==> src/rtl/ctrl_pipeline_pkg.sv <==
// Shared definitions for the control pipeline: opcodes, ALUOp and forwarding
// encodings, and the per-stage control records carried down the pipe.
package ctrl_pipeline_pkg;

  localparam int CP_REG_AW  = 5;
  localparam int CP_ALUOP_W = 2;

  localparam logic [6:0] OP_R      = 7'b0110011;
  localparam logic [6:0] OP_LOAD   = 7'b0000011;
  localparam logic [6:0] OP_STORE  = 7'b0100011;
  localparam logic [6:0] OP_BRANCH = 7'b1100011;
  localparam logic [6:0] OP_IMM    = 7'b0010011;

  localparam logic [CP_ALUOP_W-1:0] ALU_ADD    = 2'b00;
  localparam logic [CP_ALUOP_W-1:0] ALU_BRANCH = 2'b01;
  localparam logic [CP_ALUOP_W-1:0] ALU_RTYPE  = 2'b10;
  localparam logic [CP_ALUOP_W-1:0] ALU_ITYPE  = 2'b11;

  typedef enum logic [1:0] {
    FWD_RF  = 2'b00,
    FWD_WB  = 2'b01,
    FWD_MEM = 2'b10
  } fwd_sel_e;

  typedef struct packed {
    logic                  reg_write;
    logic                  mem_read;
    logic                  mem_write;
    logic                  memto_reg;
    logic                  is_branch;
    logic                  alu_src;
    logic [CP_ALUOP_W-1:0] alu_op;
    logic [CP_REG_AW-1:0]  rs1;
    logic [CP_REG_AW-1:0]  rs2;
    logic [CP_REG_AW-1:0]  rd;
  } ex_ctrl_t;

  typedef struct packed {
    logic                 reg_write;
    logic                 mem_read;
    logic                 mem_write;
    logic                 memto_reg;
    logic [CP_REG_AW-1:0] rd;
  } mem_ctrl_t;

  typedef struct packed {
    logic                 reg_write;
    logic                 memto_reg;
    logic [CP_REG_AW-1:0] rd;
  } wb_ctrl_t;

  function automatic logic is_legal_op(input logic [6:0] op);
    logic legal;
    case (op)
      OP_R, OP_LOAD, OP_STORE, OP_BRANCH, OP_IMM: legal = 1'b1;
      default:                                    legal = 1'b0;
    endcase
    return legal;
  endfunction

endpackage

==> src/rtl/ctrl_pipeline_hazard_fwd.sv <==
// Combinational load-use detection and ALU operand forwarding selects.
module hazard_fwd_unit
  import ctrl_pipeline_pkg::*;
#(
  parameter int REG_AW = CP_REG_AW
) (
  input  logic              id_valid_i,
  input  logic [REG_AW-1:0] id_rs1_i,
  input  logic [REG_AW-1:0] id_rs2_i,
  input  logic              ex_mem_read_i,
  input  logic [REG_AW-1:0] ex_rd_i,
  input  logic [REG_AW-1:0] ex_rs1_i,
  input  logic [REG_AW-1:0] ex_rs2_i,
  input  logic              mem_reg_write_i,
  input  logic [REG_AW-1:0] mem_rd_i,
  input  logic              wb_reg_write_i,
  input  logic [REG_AW-1:0] wb_rd_i,
  output logic              load_use_o,
  output logic [1:0]        fwd_a_o,
  output logic [1:0]        fwd_b_o
);

  // The younger producer (MEM) wins over WB; x0 is hard-wired and never forwarded.
  function automatic logic [1:0] fwd_select(input logic [REG_AW-1:0] src);
    logic [1:0] sel;
    sel = FWD_RF;
    if (mem_reg_write_i && (mem_rd_i != '0) && (mem_rd_i == src)) begin
      sel = FWD_MEM;
    end else if (wb_reg_write_i && (wb_rd_i != '0) && (wb_rd_i == src)) begin
      sel = FWD_WB;
    end
    return sel;
  endfunction

  always_comb begin
    load_use_o = id_valid_i && ex_mem_read_i && (ex_rd_i != '0) &&
                 ((ex_rd_i == id_rs1_i) || (ex_rd_i == id_rs2_i));
    fwd_a_o    = fwd_select(ex_rs1_i);
    fwd_b_o    = fwd_select(ex_rs2_i);
  end

endmodule

==> src/rtl/ctrl_pipeline.sv <==
// Carries decoded control from ID through the EX, MEM and WB pipeline registers,
// with load-use stalling, branch flushing and forwarding selects.
module ctrl_pipeline
  import ctrl_pipeline_pkg::*;
#(
  parameter int REG_AW  = CP_REG_AW,
  parameter int ALUOP_W = CP_ALUOP_W
) (
  input  logic               clk,
  input  logic               rst,
  input  logic               id_valid,
  input  logic [6:0]         id_opcode,
  input  logic               id_reg_write,
  input  logic               id_mem_read,
  input  logic               id_mem_write,
  input  logic               id_memto_reg,
  input  logic               id_is_branch,
  input  logic               id_alu_src,
  input  logic [ALUOP_W-1:0] id_alu_op,
  input  logic [REG_AW-1:0]  id_rs1,
  input  logic [REG_AW-1:0]  id_rs2,
  input  logic [REG_AW-1:0]  id_rd,
  input  logic               ex_zero,
  output logic               stall,
  output logic               flush_if_id,
  output logic               pc_src,
  output logic               illegal_op,
  output logic [ALUOP_W-1:0] ex_alu_op,
  output logic               ex_alu_src,
  output logic [1:0]         fwd_a,
  output logic [1:0]         fwd_b,
  output logic               mem_mem_read,
  output logic               mem_mem_write,
  output logic               wb_reg_write,
  output logic               wb_memto_reg,
  output logic [REG_AW-1:0]  wb_rd
);

  ex_ctrl_t  ex_q,  ex_d;
  mem_ctrl_t mem_q, mem_d;
  wb_ctrl_t  wb_q,  wb_d;
  logic      init_q;

  logic       load_use;
  logic       branch_taken;
  logic       opcode_legal;
  logic       capture;
  logic [1:0] fwd_a_raw;
  logic [1:0] fwd_b_raw;

  hazard_fwd_unit #(
    .REG_AW(REG_AW)
  ) u_hazard_fwd (
    .id_valid_i      (id_valid),
    .id_rs1_i        (id_rs1),
    .id_rs2_i        (id_rs2),
    .ex_mem_read_i   (ex_q.mem_read),
    .ex_rd_i         (ex_q.rd),
    .ex_rs1_i        (ex_q.rs1),
    .ex_rs2_i        (ex_q.rs2),
    .mem_reg_write_i (mem_q.reg_write),
    .mem_rd_i        (mem_q.rd),
    .wb_reg_write_i  (wb_q.reg_write),
    .wb_rd_i         (wb_q.rd),
    .load_use_o      (load_use),
    .fwd_a_o         (fwd_a_raw),
    .fwd_b_o         (fwd_b_raw)
  );

  // A taken branch outranks both the load-use stall and the illegal-opcode pulse,
  // since the ID instruction is being squashed anyway.
  always_comb begin
    branch_taken = ex_q.is_branch && ex_zero;
    opcode_legal = is_legal_op(id_opcode);
    pc_src       = branch_taken && !rst;
    flush_if_id  = pc_src;
    stall        = load_use && !branch_taken && !rst;
    illegal_op   = id_valid && !opcode_legal && !branch_taken && !load_use &&
                   !rst && !init_q;
    fwd_a        = rst ? '0 : fwd_a_raw;
    fwd_b        = rst ? '0 : fwd_b_raw;
    capture      = id_valid && opcode_legal && !load_use && !branch_taken;
  end

  // NOTE: every field gets a default before the conditional fill, so no latch
  // is inferred and a bubble is simply the all-zero record.
  always_comb begin
    ex_d = '0;
    if (capture) begin
      ex_d.reg_write = id_reg_write;
      ex_d.mem_read  = id_mem_read;
      ex_d.mem_write = id_mem_write;
      ex_d.memto_reg = id_memto_reg && id_reg_write;
      ex_d.is_branch = id_is_branch;
      ex_d.alu_src   = id_alu_src;
      ex_d.alu_op    = id_alu_op;
      ex_d.rs1       = id_rs1;
      ex_d.rs2       = id_rs2;
      ex_d.rd        = id_rd;
    end

    mem_d.reg_write = ex_q.reg_write;
    mem_d.mem_read  = ex_q.mem_read;
    mem_d.mem_write = ex_q.mem_write;
    mem_d.memto_reg = ex_q.memto_reg;
    mem_d.rd        = ex_q.rd;

    wb_d.reg_write  = mem_q.reg_write;
    wb_d.memto_reg  = mem_q.memto_reg;
    wb_d.rd         = mem_q.rd;
  end

  // NOTE: state registers use non-blocking assignments so every stage samples
  // the previous stage's value from before this edge.
  always_ff @(posedge clk) begin
    if (rst) begin
      ex_q   <= '0;
      mem_q  <= '0;
      wb_q   <= '0;
      init_q <= 1'b1;
    end else begin
      ex_q   <= ex_d;
      mem_q  <= mem_d;
      wb_q   <= wb_d;
      init_q <= 1'b0;
    end
  end

  always_comb begin
    ex_alu_op     = ex_q.alu_op;
    ex_alu_src    = ex_q.alu_src;
    mem_mem_read  = mem_q.mem_read;
    mem_mem_write = mem_q.mem_write;
    wb_reg_write  = wb_q.reg_write;
    wb_memto_reg  = wb_q.memto_reg;
    wb_rd         = wb_q.rd;
  end

endmodule
==> config.mk <==
export PLATFORM = sky130hd
export DESIGN_NAME = ctrl_pipeline
export DESIGN_NICKNAME = d
export VERILOG_FILES = /design/src/rtl/ctrl_pipeline_pkg.sv /design/src/rtl/ctrl_pipeline_hazard_fwd.sv /design/src/rtl/ctrl_pipeline.sv
export SDC_FILE = /design/constraint.sdc
export NUM_CORES = 1
export LEC_CHECK = 0
export CAP_MARGIN = 20
export CORE_MARGIN = 2
export CORE_UTILIZATION = 45
export CTS_BUF_LIST = sky130_fd_sc_hd__clkbuf_8 sky130_fd_sc_hd__clkbuf_16
export DETAILED_ROUTE_END_ITERATION = 12
export HOLD_SLACK_MARGIN = 0.12
export PLACE_DENSITY = 0.8
export RECOVER_POWER = 50
export SYNTH_ARGS = -nofsm -noshare
export SYNTH_HDL_FRONTEND = slang
export SYNTH_SLANG_ARGS = --single-unit
==> constraint.sdc <==
create_clock -name clk -period 4.52 [get_ports clk]
set_clock_uncertainty 0.05 [all_clocks]
set_input_delay 0.678 -clock clk [delete_from_list [all_inputs] [get_ports clk]]
set_output_delay 0.678 -clock clk [all_outputs]
set_load 0.005 [all_outputs]
==> flow_summary.json, run 1 <==
{
  "outcome": "complete, no violations",
  "antenna_cells": 0,
  "rsz0062_at_grt": "false",
  "fin_crit_sh": 0.815,
  "start_util": 0.477,
  "post-place-ws_ns": 0.994,
  "crit_path_max_incr_delay_ns": 0.55,
  "layout.nets": 247,
  "power_density_mw_per_mm2": 299,
  "wl_um": 3390,
  "num_rows": 21,
  "io_pins": 54,
  "layout.cells.non_filler": 260,
  "portBuffers": 53,
  "grt_start_max_net_pins": 23,
  "cts.sinks": 40,
  "synth.distinct_cells": 27,
  "tns_ns": 0,
  "design.die.area_sq_mm": 0.00412,
  "syn_inst": 160,
  "largest_reg_flops": 20,
  "antenna_found_initial": 0,
  "postRouteAntennaNets": 0,
  "placed_cell_area_sq_mm": 0.00218,
  "peakVddDrop_uv": 200,
  "synth_nets": 194,
  "setup_viol": 0,
  "crit_family": "buffers and inverters",
  "syn_to_final_growth_pct": 39.9,
  "critPathLaunchType": "input pin",
  "stdcell_area_sq_mm": 0.00228,
  "relSlewSlack": 0.401,
  "viasPerCell": 4.78,
  "cts_buffer_depth": 2,
  "cts_buffers": 5,
  "cts_setup_buffers": 0,
  "grt_pass1_vias": 1296,
  "globalRouteTotalUtil": 0.181,
  "cp_data_arrival_time_ns": 2.96,
  "critPathBufInv": 3,
  "gp_congestion": 0.899,
  "timing.final.ws_setup_ns": 0.836,
  "regMostFlops": "ex_q",
  "cts-hold-fix-buffers": 0,
  "dr.pass1.iters": 4,
  "wl_per_cell_um": 13.1,
  "path_class": "in -> out",
  "ys_ff_latch": 40,
  "power.share.clock": 0.407,
  "dp.cells": 252,
  "cts-root-buf": "clkbuf_8",
  "syn_avg_cell_area_sq_um": 10.2,
  "p_comb_frac": 0.073,
  "crit_fanout": 22,
  "grt_pass1_wl_um": 5640,
  "max_cap_viol_count": 0,
  "tightest_slew_ns": 0.899,
  "total_leakage_power_nw": 0.954,
  "vias": 1243,
  "ys_seq_area_frac": 0.491,
  "die_x_um": 64.2,
  "critPathRequiredTime_ns": 3.79,
  "core_sq_mm": 0.00342,
  "crit_chain": "dlygate4sd3_1 -> clkbuf_1 -> a21oi_1 -> nand4b_1 -> nor2_1 -> clkdlybuf4s50_1",
  "p_int_w": 0.000548,
  "synth_area_sq_mm": 0.00163,
  "cts_tree": "done",
  "clk_pin_slew_ns": 0.07,
  "gr-total-overflow": 0,
  "p_seq_frac": 0.521,
  "ys_warn_count": 0,
  "drive_above_1_share": 0.0794,
  "finish.utilization": 0.668,
  "swShare": 0.196,
  "drt_iter0_drc": 47,
  "clk_latency_ns": 0.29,
  "drcViolationCount": 0,
  "h-tree-depth": 2,
  "post_cts_resized": 0,
  "drv_slew": 0,
  "fmax_ghz": 0.271,
  "min-delay-path-class": "reg -> reg",
  "end_kind": "primary output",
  "die_height_um": 64.2,
  "period_minus_slack_ns": 3.68,
  "hold_viol_final": 0,
  "critPathSlowestCell": "dlygate4sd3_1",
  "netSwitchingPower_w": 0.000134
}
## layout make-up
| type | count | area (sq um) |
|---|---|---|
| Inverter | 2 | 7.51 |
| Tap cell | 46 | 57.6 |
| Clock inverter | 3 | 38.8 |
| Fill cell | 300 | 1130 |
| Timing Repair Buffer | 54 | 534 |
| Sequential cell | 40 | 801 |
| Clock buffer | 5 | 68.8 |
| Multi-Input combinational cell | 110 | 773 |
## logic make-up (layout without fill, tap and decap cells)
| family | count (synthesis) | count (layout) | synth area share |
|---|---|---|---|
| compound gates | 7 | 7 | 0.0460 |
| xor+xnor | 30 | 30 | 0.161 |
| buf+inv | 10 | 64 | 0.0345 |
| flops | 40 | 40 | 0.491 |
| simple gates | 73 | 73 | 0.267 |
## synthesized netlist by cell type
cell type,count,area share
a21oi_1,1,0.0031
a2111oi_4,1,0.017
buf_4,3,0.014
nor2_1,3,0.0069
and3_1,1,0.0038
nor3_1,7,0.021
nand3_1,8,0.025
o21ai_0,3,0.0092
xnor2_1,20,0.11
nor2b_1,17,0.065
nand2b_1,1,0.0038
or4_1,4,0.018
or3_1,1,0.0038
nand2_1,5,0.012
nand4_1,2,0.0077
buf_1,1,0.0023
dfxtp_1,40,0.49
and2_2,8,0.037
nor4_1,4,0.015
and2_1,11,0.042
nand4b_1,1,0.0054
clkbuf_1,3,0.0069
inv_1,2,0.0046
buf_6,1,0.0069
o22ai_1,1,0.0038
xor2_1,10,0.054
o311a_4,1,0.013
## layer usage
| metal | GRT usage | up-vias | routed length (um) |
|---|---|---|---|
| met3 | 0.0581 | 5 | 187 |
| met1 | 0.190 | 568 | 1340 |
| met4 | 0.0559 | 0 | 44 |
| met2 | 0.339 | 39 | 1820 |
| met5 | 0 | - | 0 |
| li1 | - | 631 | - |
## worst paths after layout
path,startpoint,cells after the start,to,slack (ns)
setup reg to reg,ex_q[1]$_SDFF_PP0_,4,ex_q[14]$_SDFF_PP0_,2.35
hold reg to reg,mem_q[5]$_SDFF_PP0_,1,wb_memto_reg$_SDFF_PP0_,0.40
hold / removal,mem_q[5]$_SDFF_PP0_,1,wb_memto_reg$_SDFF_PP0_,0.40
setup / recovery,rst,6,illegal_op,0.84
## metrics by stage
stage	total power, W	hold slack, ns
6_report	0.000682	0.398
5_1_grt	0.000709	0.411
4_1_cts	0.000690	0.401
3_5_place_dp	0.000413	0.384
3_3_place_gp	0.000411	0.367
2_1_floorplan	0.000378	0.364
## layout by cell type (no fill, tap or decap), drive strengths merged
master / count
a2111oi: 1
a21oi: 1
and2: 19
and3: 1
bufinv: 1
clkbuf: 6
clkdlybuf4s50: 40
clkinv: 1
dfxtp: 40
dlygate4sd3: 13
inv: 3
nand2: 5
nand2b: 1
nand3: 8
nand4: 2
nand4b: 1
nor2: 3
nor2b: 17
nor3: 7
nor4: 4
o21ai: 3
o22ai: 1
o311a: 1
or3: 1
or4: 4
xnor2: 20
xor2: 10
## power groups by stage
stage | combinational, W | clock [W] | sequential (W)
final | 0.0000495 | 0.000277 | 0.000355
after detailed placement | 0.0000500 | 0 | 0.000363
after floorplan | 0.0000154 | 0 | 0.000363
after CTS | 0.0000503 | 0.000285 | 0.000355
after global routing | 0.0000533 | 0.000301 | 0.000355
after global placement | 0.0000485 | 0 | 0.000363
(Power assumes the default switching activity.)
==> inputs of run 2 (changes only) <==
- clock period: 4.52 -> 3.4 ns (I/O delays scaled with it)
==> run 2 against run 1 <==
  * Sequential cell count is the same
  * Non-clock buffer count is the same
  * Sequential share of layout area shrank 0.058 points
  * Global-route usage shrank 0.25 points
  * Cell count is the same
  * Via count grew 0.24%
  * Core utilization grew 0.11 points
  * Critical path depth is the same
  * Wire length shrank 5.1%
  * Register-to-register slack lost 1.1 ns
  * Final area grew 0.16%
  * Critical path type unchanged
==> flow_summary.json, run 2 (synthesis results as in run 1) <==
{
  "outcome": "complete, no violations",
  "antenna_found_initial": 0,
  "crit_fanout": 2,
  "peakVddDrop_uv": 265,
  "antenna_cells": 0,
  "drive_above_1_share": 0.0841,
  "end_kind": "primary output",
  "critPathSlowestCell": "dlygate4sd3_1",
  "post_cts_resized": 0,
  "gr-total-overflow": 0,
  "start_util": 0.477,
  "num_rows": 21,
  "setup_viol": 0,
  "layout.cells.non_filler": 260,
  "fin_crit_sh": 0.924,
  "placed_cell_area_sq_mm": 0.00218,
  "dr.pass1.iters": 4,
  "cp_data_arrival_time_ns": 2.58,
  "p_int_w": 0.000729,
  "grt_start_max_net_pins": 23,
  "core_sq_mm": 0.00342,
  "relSlewSlack": 0.520,
  "cts_buffer_depth": 2,
  "hold_viol_final": 0,
  "stdcell_area_sq_mm": 0.00228,
  "crit_family": "buffers and inverters",
  "power_density_mw_per_mm2": 396,
  "postRouteAntennaNets": 0,
  "regMostFlops": "ex_q",
  "swShare": 0.194,
  "post-place-ws_ns": 0.376,
  "drv_slew": 0,
  "min-delay-path-class": "reg -> reg",
  "wl_per_cell_um": 12.4,
  "io_pins": 54,
  "design.die.area_sq_mm": 0.00412,
  "grt_pass1_vias": 1286,
  "drt_iter0_drc": 41,
  "crit_path_max_incr_delay_ns": 0.55,
  "cts_tree": "done",
  "critPathBufInv": 2,
  "cts-hold-fix-buffers": 0,
  "layout_common_cells": "dfxtp_1 (40), clkdlybuf4s50_1 (40), xnor2_1 (20)",
  "clk_latency_ns": 0.29,
  "largest_reg_flops": 20,
  "syn_to_final_growth_pct": 40.1,
  "tightest_slew_ns": 0.720,
  "period_minus_slack_ns": 3.14,
  "layout.nets": 247,
  "critPathRequiredTime_ns": 2.84,
  "h-tree-depth": 2,
  "timing.final.ws_setup_ns": 0.258,
  "path_class": "in -> out",
  "cts_setup_buffers": 0,
  "cts-root-buf": "clkbuf_8",
  "die_height_um": 64.2,
  "gp_congestion": 0.910,
  "p_comb_frac": 0.073,
  "vias": 1246,
  "cts_buffers": 5,
  "p_seq_frac": 0.522,
  "fmax_ghz": 0.318,
  "max_cap_viol_count": 0,
  "regArea_sq_um": 801,
  "dp.cells": 252,
  "cts.sinks": 40,
  "fillers": 271,
  "crit_chain": "dlygate4sd3_1 -> nor2b_1 -> o21ai_0 -> or4_1 -> nor4_1 -> clkdlybuf4s50_1",
  "total_leakage_power_nw": 0.958,
  "rsz0062_at_grt": "false",
  "die_x_um": 64.2,
  "dpl.hpwl_um": 2580,
  "globalRouteTotalUtil": 0.178,
  "viasPerCell": 4.79,
  "clk_pin_slew_ns": 0.07,
  "grt_pass1_wl_um": 5500,
  "wl_um": 3220,
  "tns_ns": 0,
  "power.share.clock": 0.405,
  "drcViolationCount": 0,
  "multi_input_area_sq_um": 773,
  "critPathLaunchType": "input pin",
  "portBuffers": 53,
  "netSwitchingPower_w": 0.000175
}
==> run 2: cell count changes in the layout (fill, tap and decap cells not counted), sizes merged <==
cell,delta
clkbuf,-1
buf,+1
==> run 2: routing by layer <==
metal	global-route usage	vias up	share of wire
met3	0.0669	8	0.054
met5	0	-	0
li1	-	635	-
met2	0.306	42	0.50
met1	0.188	561	0.42
met4	0.0957	0	0.026
==> run 2: layout make-up <==
| cell class | instances | share of cell area |
|---|---|---|
| multi-input combinational | 110 | 0.338 |
| clock buffer | 5 | 0.0301 |
| sequential | 40 | 0.350 |
| inverter | 2 | 0.00329 |
| clock inverter | 3 | 0.0170 |
| timing repair buffer | 54 | 0.235 |
| tap | 46 | 0.0252 |
==> run 2: path summary, 6_finish.rpt <==
path                       start             endpoint  cells after the start  slack [ns]
max                          rst             fwd_a[0]                      6        0.26
min          ex_q[19]$_SDFF_PP0_  mem_q[5]$_SDFF_PP0_                      1        0.40
max reg2reg   ex_q[1]$_SDFF_PP0_  ex_q[14]$_SDFF_PP0_                      4        1.23
min reg2reg  ex_q[19]$_SDFF_PP0_  mem_q[5]$_SDFF_PP0_                      1        0.40
==> run 2: per-stage QoR <==
step,power [W],utilization,hold slack [ns]
finish,0.000904,0.669,0.400
global route,0.000941,0.669,0.416
CTS,0.000914,0.669,0.398
detailed placement,0.000549,0.637,0.381
global placement,0.000547,0.637,0.366
floorplan,0.000503,-,0.364
==> run 2: worst register-to-register path: cells and delay by family, from the launching register on <==
kind             cells  cell delay, ns
flip-flops           1            0.35
AND/OR/NAND/NOR      2            0.67
AO/OA/AOI/OAI        2            1.06
==> run 2: power groups by stage <==
stage	sequential [W]	clock, W	combinational, W
finish	0.000472	0.000367	0.0000659
detailed placement	0.000482	0	0.0000662
global placement	0.000482	0	0.0000646
global route	0.000472	0.000398	0.0000714
floorplan	0.000482	0	0.0000204
CTS	0.000472	0.000376	0.0000665
==> inputs of run 3 (changes only) <==
- PLACE_DENSITY: 0.8 -> 0.79
- SYNTH_HIERARCHICAL: unset -> 1
==> run 3 against run 2 <==
  * Final area is 0.71% higher
  * Cell count is 1.9% lower
  * First-iteration DRC count is 44% lower
  * Sequential share of layout area is 0.25 points lower
  * Power is 8.7% lower
  * Sequential power hardly changed
  * Highest routed layer unchanged
  * Critical path depth is 2 lower
  * Count of clock-buffer cells in the layout stayed put
  * Global-route usage is 1.2 points higher
  * Non-clock buffer count is 3 higher
  * Worst hold slack worse by 0.0020 ns
==> flow_summary.json, run 3 <==
{
  "dp.cells": 248,
  "outcome": "complete, no violations",
  "final_common_cell": "clkdlybuf4s50_1",
  "synth.distinct_cells": 25,
  "path_class": "in -> out",
  "cp_data_arrival_time_ns": 2.44,
  "swShare": 0.211,
  "cts_tree": "done",
  "wl_per_cell_um": 14.4,
  "antenna_found_initial": 0,
  "postRouteAntennaNets": 0,
  "min-delay-path-class": "reg -> reg",
  "layout.cells.non_filler": 255,
  "die_height_um": 65.1,
  "fin_crit_sh": 0.883,
  "ys_warn_count": 6,
  "synthTopCellsByArea": "dfxtp_1 (48%), xor2_1 (10%), and4_1 (9.4%)",
  "netSwitchingPower_w": 0.000174,
  "ys_seq_area_frac": 0.477,
  "p_int_w": 0.000651,
  "crit_fanout": 22,
  "io_pins": 54,
  "wl_um": 3670,
  "ys_ff_latch": 40,
  "p_comb_frac": 0.087,
  "worst_r2r_path_depth": 7,
  "max_cap_viol_count": 0,
  "total_leakage_power_nw": 1.01,
  "grt_pass1_wl_um": 5980,
  "post_cts_resized": 0,
  "drv_slew": 0,
  "h-tree-depth": 2,
  "grt_pass1_vias": 1304,
  "num_rows": 22,
  "cts-root-buf": "clkbuf_8",
  "rsz0062_at_grt": "false",
  "clk_pin_slew_ns": 0.07,
  "synth_common_cells": "dfxtp_1 (40), nor2b_1 (21), xor2_1 (20)",
  "die_x_um": 65.1,
  "cts_setup_buffers": 0,
  "power_density_mw_per_mm2": 359,
  "finish.utilization": 0.633,
  "design.die.area_sq_mm": 0.00423,
  "relSlewSlack": 0.327,
  "fin_hold_ws_ns": 0.398,
  "cts.sinks": 40,
  "p_seq_frac": 0.572,
  "clk_latency_ns": 0.29,
  "power.share.clock": 0.341,
  "synth_nets": 188,
  "min_delay_path_depth": 1,
  "critPathRequiredTime_ns": 2.84,
  "dr.pass1.iters": 4,
  "layout.nets": 241,
  "viasPerCell": 5.11,
  "drive_above_1_share": 0.0870,
  "end_kind": "primary output",
  "largest_reg_flops": 20,
  "gp_congestion": 0.831,
  "layout_common_cells": "clkdlybuf4s50_1 (41), dfxtp_1 (40), nor2b_1 (21)",
  "portBuffers": 53,
  "synth_top_area_frac": 0.477,
  "period_minus_slack_ns": 3.00,
  "gr-total-overflow": 0,
  "cts_buffers": 5,
  "tightest_slew_ns": 1.01,
  "fmax_ghz": 0.333,
  "antenna_cells": 0,
  "dpl.hpwl_um": 2770,
  "yosysTopAreaCell": "dfxtp_1",
  "setup_viol": 0,
  "syn_inst": 154,
  "start_util": 0.462,
  "vias": 1304,
  "cts_buffer_depth": 2,
  "syn_avg_cell_area_sq_um": 10.9,
  "hold_viol_final": 0,
  "drt_iter0_drc": 23,
  "core_sq_mm": 0.00363,
  "yosysMostFrequentCell": "dfxtp_1",
  "ys.flop_type": "dfxtp_1",
  "synth_area_sq_mm": 0.00168,
  "cts-hold-fix-buffers": 0,
  "syn_to_final_growth_pct": 37.1,
  "globalRouteTotalUtil": 0.191,
  "async_flop_share": 0,
  "critPathLaunchType": "input pin",
  "peakVddDrop_uv": 298,
  "regMostFlops": "ex_q",
  "drcViolationCount": 0,
  "grt_start_max_net_pins": 24,
  "tns_ns": 0,
  "synth_edf_count": 0
}
run 3: layer usage:
metal  share of wire  wire, um  global-route usage  vias to the layer above
met4           0.021        78              0.0911                        0
met3           0.058       211              0.0521                        7
li1                -         -                   -                      646
met1            0.40      1450               0.197                      604
met2            0.53      1930               0.353                       47
met5               0         0                   0                        -
run 3: layout make-up:
type / instances / area (sq um)
tap: 48 / 60.1
clock buffer: 5 / 68.8
sequential: 40 / 801
timing repair buffer: 57 / 553
clock inverter: 2 / 8.76
multi-input combinational: 103 / 810
fill: 316 / 1330
run 3: cells by family (layout without fill, tap and decap cells):
logic type	Yosys count	after routing	share of synthesized area
simple gates	67	67	0.291
flops	40	40	0.477
xor+xnor	30	30	0.157
buf+inv	11	64	0.0403
compound gates	6	6	0.0351
run 3: worst max-delay path, stage by stage:
cell,delay [ns]
clkdlybuf4s50_1,0.52
clkbuf_1,0.77
nor2_1,0.15
clkdlybuf4s50_1,0.49
run 3: power by group through the flow:
stage | Combinational, W | Sequential, W | Clock (W)
after floorplan | 0.0000219 | 0.000482 | 0
after global placement | 0.0000707 | 0.000482 | 0
after detailed placement | 0.0000721 | 0.000483 | 0
after CTS | 0.0000727 | 0.000472 | 0.000291
after global routing | 0.0000764 | 0.000472 | 0.000305
final | 0.0000717 | 0.000472 | 0.000282
run 3: path summary, 6_finish.rpt:
kind,start,end,slack (ns)
min,ex_q[19]$_SDFF_PP0_,mem_q[5]$_SDFF_PP0_,0.40
max,rst,pc_src,0.40
max reg2reg,ex_q[0]$_SDFF_PP0_,ex_q[19]$_SDFF_PP0_,0.94
min reg2reg,ex_q[19]$_SDFF_PP0_,mem_q[5]$_SDFF_PP0_,0.40
run 3: stage by stage:
step           area, sq um  setup WS (ns)  total power, W
6_report              2300          0.396        0.000825
5_1_grt               2300          0.226        0.000853
4_1_cts               2310          0.493        0.000836
3_5_place_dp          2230          0.544        0.000555
3_3_place_gp          2230          0.531        0.000553
2_1_floorplan         1680           1.12        0.000504
